`config.mk`:
```
export PLATFORM = sky130hd
export DESIGN_NAME = fsm_req_arbiter
export DESIGN_NICKNAME = d
export VERILOG_FILES = /design/src/rtl/fsm_arb_pkg.sv /design/src/rtl/fsm_req_arbiter_rr_pick.sv /design/src/rtl/fsm_req_arbiter.sv
export SDC_FILE = /design/constraint.sdc
export NUM_CORES = 1
export LEC_CHECK = 0
export CELL_PAD_IN_SITES_DETAIL_PLACEMENT = 1
export CELL_PAD_IN_SITES_GLOBAL_PLACEMENT = 1
export CORE_ASPECT_RATIO = 1.1
export CORE_MARGIN = 2
export CORE_UTILIZATION = 38
export CTS_CLUSTER_SIZE = 25
export DETAILED_ROUTE_END_ITERATION = 7
export PLACE_DENSITY_LB_ADDON = 0.1
export SLEW_MARGIN = 20
export SYNTH_ARGS = -nofsm -noshare
export SYNTH_HDL_FRONTEND = slang
export SYNTH_HIERARCHICAL = 1
export SYNTH_SLANG_ARGS = --single-unit
```
`constraint.sdc`:
```
create_clock -name clk -period 3.1 [get_ports clk]
set_input_delay 0.62 -clock clk [delete_from_list [all_inputs] [get_ports clk]]
set_output_delay 0.62 -clock clk [all_outputs]
set_load 0.01 [all_outputs]
```
`src/rtl/fsm_arb_pkg.sv`:
```
// fsm_arb_pkg: shared types, widths and the legal mode-transition table for fsm_req_arbiter.
package fsm_arb_pkg;
    localparam int MODE_W = 2;
    localparam int TGT_W  = 3;

    // Three bits so that out-of-range encodings exist and can be recovered from.
    typedef enum logic [2:0] {
        IDLE  = 3'd0,
        GRANT = 3'd1,
        RESP  = 3'd2,
        DWELL = 3'd3
    } ctrl_t;

    typedef logic [MODE_W-1:0] mode_t;

    // Self-transitions are deliberately not in the table; the top treats them as a separate no-op case.
    function automatic logic is_legal(mode_t from, mode_t to);
        return (from == 2'd0) ? (to != 2'd0) :
               (from == 2'd1) ? (to == 2'd0 || to == 2'd2) :
               (from == 2'd2) ? (to == 2'd0 || to == 2'd3) :
                                (to == 2'd0);
    endfunction
endpackage

```
`src/rtl/fsm_req_arbiter_rr_pick.sv`:
```
// rr_pick: combinational round-robin picker; first set request at or after rr_ptr, wrapping.
module rr_pick #(
    parameter int NREQ = 2,
    parameter int IW   = 1
) (
    input  logic [NREQ-1:0] req,
    input  logic [IW-1:0]   rr_ptr,
    output logic [NREQ-1:0] pick,
    output logic [IW-1:0]   idx,
    output logic            valid
);
    logic [NREQ-1:0] rot;
    logic [IW:0]     sum;

    always_comb begin
        rot = NREQ'({req, req} >> rr_ptr);
        sum = '0;
        for (int k = NREQ - 1; k >= 0; k--)
            if (rot[k]) sum = {1'b0, rr_ptr} + (IW+1)'(k);
        idx = (sum >= (IW+1)'(NREQ)) ? IW'(sum - (IW+1)'(NREQ)) : sum[IW-1:0];
        valid = |req;
        pick = valid ? NREQ'(1) << idx : '0;
    end
endmodule

```
`src/rtl/fsm_req_arbiter.sv`:
```
// fsm_req_arbiter: round-robin arbitration of target-state requests onto a 2-bit mode FSM,
// applying legal transitions and rejecting illegal or out-of-range targets with err.
module fsm_req_arbiter
    import fsm_arb_pkg::*;
#(
    parameter int NREQ        = 2,
    parameter int HOLD_CYCLES = 2
) (
    input  logic                  clk,
    input  logic                  rst_n,
    input  logic [NREQ-1:0]       req,
    input  logic [TGT_W*NREQ-1:0] req_state,
    output logic [NREQ-1:0]       grant,
    output logic                  ack,
    output logic                  err,
    output logic [MODE_W-1:0]     mode_state,
    output logic                  busy
);
    localparam int IW = (NREQ > 2) ? 2 : 1;
    localparam int CW = (HOLD_CYCLES > 1) ? $clog2(HOLD_CYCLES) : 1;

    ctrl_t            ctrl, ctrl_n;
    logic [NREQ-1:0]  pick;
    logic [IW-1:0]    pick_idx, rr_ptr, owner_q;
    logic             pick_valid, owner_live, same, accept, apply, dwell_done, bad_enc;
    logic [TGT_W-1:0] tgt_q;
    logic [CW-1:0]    cnt;

    rr_pick #(.NREQ(NREQ), .IW(IW)) u_pick (
        .req    (req),
        .rr_ptr (rr_ptr),
        .pick   (pick),
        .idx    (pick_idx),
        .valid  (pick_valid)
    );

    assign owner_live = |(req & grant);
    assign same       = tgt_q[MODE_W-1:0] == mode_state;
    assign accept     = !tgt_q[TGT_W-1] && (same || is_legal(mode_state, tgt_q[MODE_W-1:0]));
    assign apply      = accept && !same;
    assign dwell_done = cnt == CW'(HOLD_CYCLES - 1);
    assign bad_enc    = !(ctrl inside {IDLE, GRANT, RESP, DWELL});

    always_ff @(posedge clk or negedge rst_n)
        if (!rst_n) ctrl <= IDLE;
        else        ctrl <= ctrl_n;

    always_comb begin
        ctrl_n = IDLE;
        case (ctrl)
            IDLE:    ctrl_n = pick_valid ? GRANT : IDLE;
            GRANT:   ctrl_n = owner_live ? RESP : IDLE;
            RESP:    ctrl_n = apply ? DWELL : IDLE;
            DWELL:   ctrl_n = dwell_done ? IDLE : DWELL;
            default: ctrl_n = IDLE;
        endcase
    end

    always_comb begin
        ack  = ctrl == RESP && accept;
        err  = (ctrl == RESP && !accept) || bad_enc;
        busy = ctrl != IDLE;
    end

    // Grant is loaded only on IDLE->GRANT and held through RESP, so an abort or bad state clears it.
    always_ff @(posedge clk or negedge rst_n) begin
        if (!rst_n) begin
            grant      <= '0;
            tgt_q      <= '0;
            owner_q    <= '0;
            rr_ptr     <= '0;
            mode_state <= '0;
            cnt        <= '0;
        end else begin
            grant <= (ctrl_n == GRANT) ? pick : (ctrl_n == RESP) ? grant : '0;
            cnt   <= (ctrl == DWELL) ? cnt + 1'b1 : '0;
            if (ctrl == IDLE && pick_valid) begin
                tgt_q   <= req_state[pick_idx*TGT_W +: TGT_W];
                owner_q <= pick_idx;
            end
            if (ctrl == RESP) begin
                rr_ptr <= (owner_q == IW'(NREQ - 1)) ? '0 : owner_q + 1'b1;
                if (apply) mode_state <= tgt_q[MODE_W-1:0];
            end
        end
    end
endmodule

```
==> results.toml <==
[run_status]
run_status = "completed"

[timing]
setup_repair_after_global_routing_missed_its_margin = "false"
fin_crit_ns = 2.87
fin_setup_tns_ns = 0
fmaxAchievable_ghz = 0.348
final.setup_skew_ns = 0.00908
hold_slack_ns = 0.464
final_hold_vio_count = 0
tightestPinTransition_ns = 0.544
tcrit_tclk_final = 0.927
relSlewSlack = 0.636
setup_viol = 0
maxSlewViolCount = 0
postLayoutSetupSlackWorst_ns = 0.227

[critical_path]
cp-startpoint = "tgt_q[0]"
reg2reg_from = "tgt_q[0]"
critical_path.startpoint_type = "flop"
critPathTopFamily = "buffers and inverters"
reg2reg_depth = 6
critical_path.max_fanout = 4
instance_count_on_the_critical_path = 7
reg2reg_setup_slack_ns = 1.49
critical-path-max-stage-delay_ns = 0.58
critPathKind = "flop to output port"
cp-endpoint = "ack"
critical_path.endpoint_type = "output port"
reg_to_reg_end = "mode_state[1]"
timing.critical_path.slowest_stage_cell = "sky130_fd_sc_hd__clkdlybuf4s50_1"
worstPathArrival_ns = 2.25
path_cells = "inv_1 -> ha_1 -> mux2i_1 -> o22a_2 -> nor2_1 -> nor3_1 -> clkdlybuf4s50_1"
timing.critical_path.required_ns = 2.48
critPathBufInv = 2

[detailed_routing]
first_pass_iteration_count_of_the_detailed_router = 2
num_vias = 512
via_per_inst = 4.97
detail_route.drc_violations = 0
drtAntennaViolNets = 0
dr.first_iter.drc_count = 3
finalWirelength_mm = 1.44
routedWlPerCell_um = 13.9

[cts]
root_buffer = "sky130_fd_sc_hd__clkbuf_4"
tritoncts = "yes"
path_clk_slew_ns = 0.09
cts_made_buffers = 3
cts_resized = 0
cts_num_sinks = 12
clkLatencyLatePin_ns = 0.28
clock_path_buffers = 2
cts.hold.buffers_added = 0
cts_setup_buffers = 0
cts-htree-levels = 1

[die]
num_io_pins = 17
start_util = 0.392
site_row_count = 16
floorplan.die_area_um2 = 2150
core_area_um2 = 1740
chip_height_um = 48.5
dieWidth_um = 44.4

[power_and_ir_drop]
pwr_density_cell_nw_per_um2 = 884
peak_vdd_ir_uv = 406
p_leak_nw = 0.421

[placement]
place_ws_ns = 0.528
post-dp-hpwl_mm = 1.13
numPortBuffers = 16
gpl.final_weighted_congestion = 0.805

[synth]
async_reset_ff_frac = 1.00
synth.yosys.seq_area_share = 0.440
synth_xor_xnor_area_share = 0.0256
syn_avg_cell_area_um2 = 10.5
fraction_of_the_mapped_netlist_area_in_simple_logic_gates = 0.207
netlist-cell-type-count = 29
synth-compound-area-share = 0.161
yosys-mux-area-fraction = 0.0971
synth_nets = 77
ys_dominant_reg_cell = "sky130_fd_sc_hd__dfrtp_1"
dominant_combinational_cell_family_by_area_after_synthesis = "simple AND/OR/NAND/NOR gates"
total_standard_cell_area_after_synthesis_um2 = 683
yosys_synthesis_warning_count = 6
post_synth_inst_count = 65
edff_count_synth = 0
synth-adder-area-share = 0.0366
synth_seq_cells = 12

[finish]
area_growth_pct = 32.1
antenna-diode-count = 0
layout-drive-gt1-share = 0.141
design.final.nets = 98
n_fill_cell = 206

[global_route]
antenna_violations_before_repair = 0
first_global_vias = 532
grt.overflow.total = 0
pin_count_of_the_biggest_net_entering_global_routing = 13
total_routing_usage_reported_by_global_routing = 0.163
grt_pass1_wl_mm = 2.55

[run]
maxCapViolations = 0

[hold_path]
min_path_type = "flop to flop"
## worst reg2reg max path: stages (launching register included)
cell and delay [ns]:
sky130_fd_sc_hd__dfrtp_1 0.41, sky130_fd_sc_hd__inv_1 0.08, sky130_fd_sc_hd__ha_1 0.29, sky130_fd_sc_hd__mux2i_1 0.17, sky130_fd_sc_hd__o22a_2 0.19, sky130_fd_sc_hd__nand2_2 0.07, sky130_fd_sc_hd__mux2_4 0.30
## routing by layer
metal	vias up	GRT usage	wire (um)
met5	-	0	0
met4	0	0.0606	0
met3	0	0.0336	44
met2	11	0.238	664
met1	237	0.236	725
li1	264	-	-
## metrics by stage
step                utilization  cell area (um^2)  power [mW]  std cells
floorplan                     -               683       0.543         65
global placement          0.497               866       0.669         99
detailed placement        0.497               866       0.679         99
CTS                       0.518               902       0.814        103
global route              0.518               902       0.868        103
finish                    0.518               902       0.797        103
## Yosys cell counts, types with 2 or more instances
cell type / count / area [um^2]
sky130_fd_sc_hd__nor2_1: 6 / 22.5
sky130_fd_sc_hd__a22o_1: 2 / 17.5
sky130_fd_sc_hd__nand2b_1: 2 / 12.5
sky130_fd_sc_hd__ha_1: 2 / 25.0
sky130_fd_sc_hd__nand2_1: 2 / 7.51
sky130_fd_sc_hd__o21ai_0: 2 / 10.0
sky130_fd_sc_hd__xor2_1: 2 / 17.5
sky130_fd_sc_hd__a21oi_1: 5 / 25.0
sky130_fd_sc_hd__inv_1: 6 / 22.5
sky130_fd_sc_hd__a21boi_1: 3 / 22.5
sky130_fd_sc_hd__mux2i_1: 4 / 40.0
sky130_fd_sc_hd__dfrtp_1: 12 / 300
## registers in the layout, summed over array words and instances, names as in the netlist
name / flops
cnt: 1
tgt_q: 3
rr_ptr: 1
grant: 2
owner_q: 1
ctrl: 2
mode_state: 2
## where the power goes
part / internal (mW) / switching [mW] / total, mW
clock network: 0.0714 / 0.0573 / 0.129
registers: 0.219 / 0.0754 / 0.295
logic: 0.202 / 0.171 / 0.374
## cells in the final DEF (no fill, tap or decap), drive strengths merged, types with 3 or more instances in the layout
master	Yosys	layout
inv	6	6
nor2	7	7
or2	3	3
mux2i	4	4
a21oi	5	5
clkbuf	0	4
nand2	3	3
a21boi	3	3
clkdlybuf4s50	0	16
dfrtp	12	12
## kinds of logic (layout without fill, tap and decap cells)
logic type	Yosys count	in the layout
fa+ha+maj	2	2
compound gates	16	16
mux	6	6
xor+xnor	2	2
simple gates	21	21
flops	12	12
buf+inv	6	26
## area by class of cell
type / instances / area, um^2 / area share
Multi-Input combinational cell: 47 / 360 / 0.399
Sequential cell: 12 / 300 / 0.333
Timing Repair Buffer: 16 / 160 / 0.178
Clock buffer: 4 / 36.3 / 0.0402
Inverter: 6 / 22.5 / 0.0250
Tap cell: 18 / 22.5 / 0.0250
## worst min-delay path by stage
stage                     cells past startpoint    start  endpoint  slack (ns)
after CTS                                     1  owner_q    rr_ptr        0.47
final                                         1  owner_q    rr_ptr        0.46
after global routing                          1  owner_q    rr_ptr        0.50
after global placement                        1  owner_q    rr_ptr        0.44
after detailed placement                      1  owner_q    rr_ptr        0.46
after floorplan                               0    rst_n       cnt        0.32
Note: power is estimated with default switching activity, not from simulation.
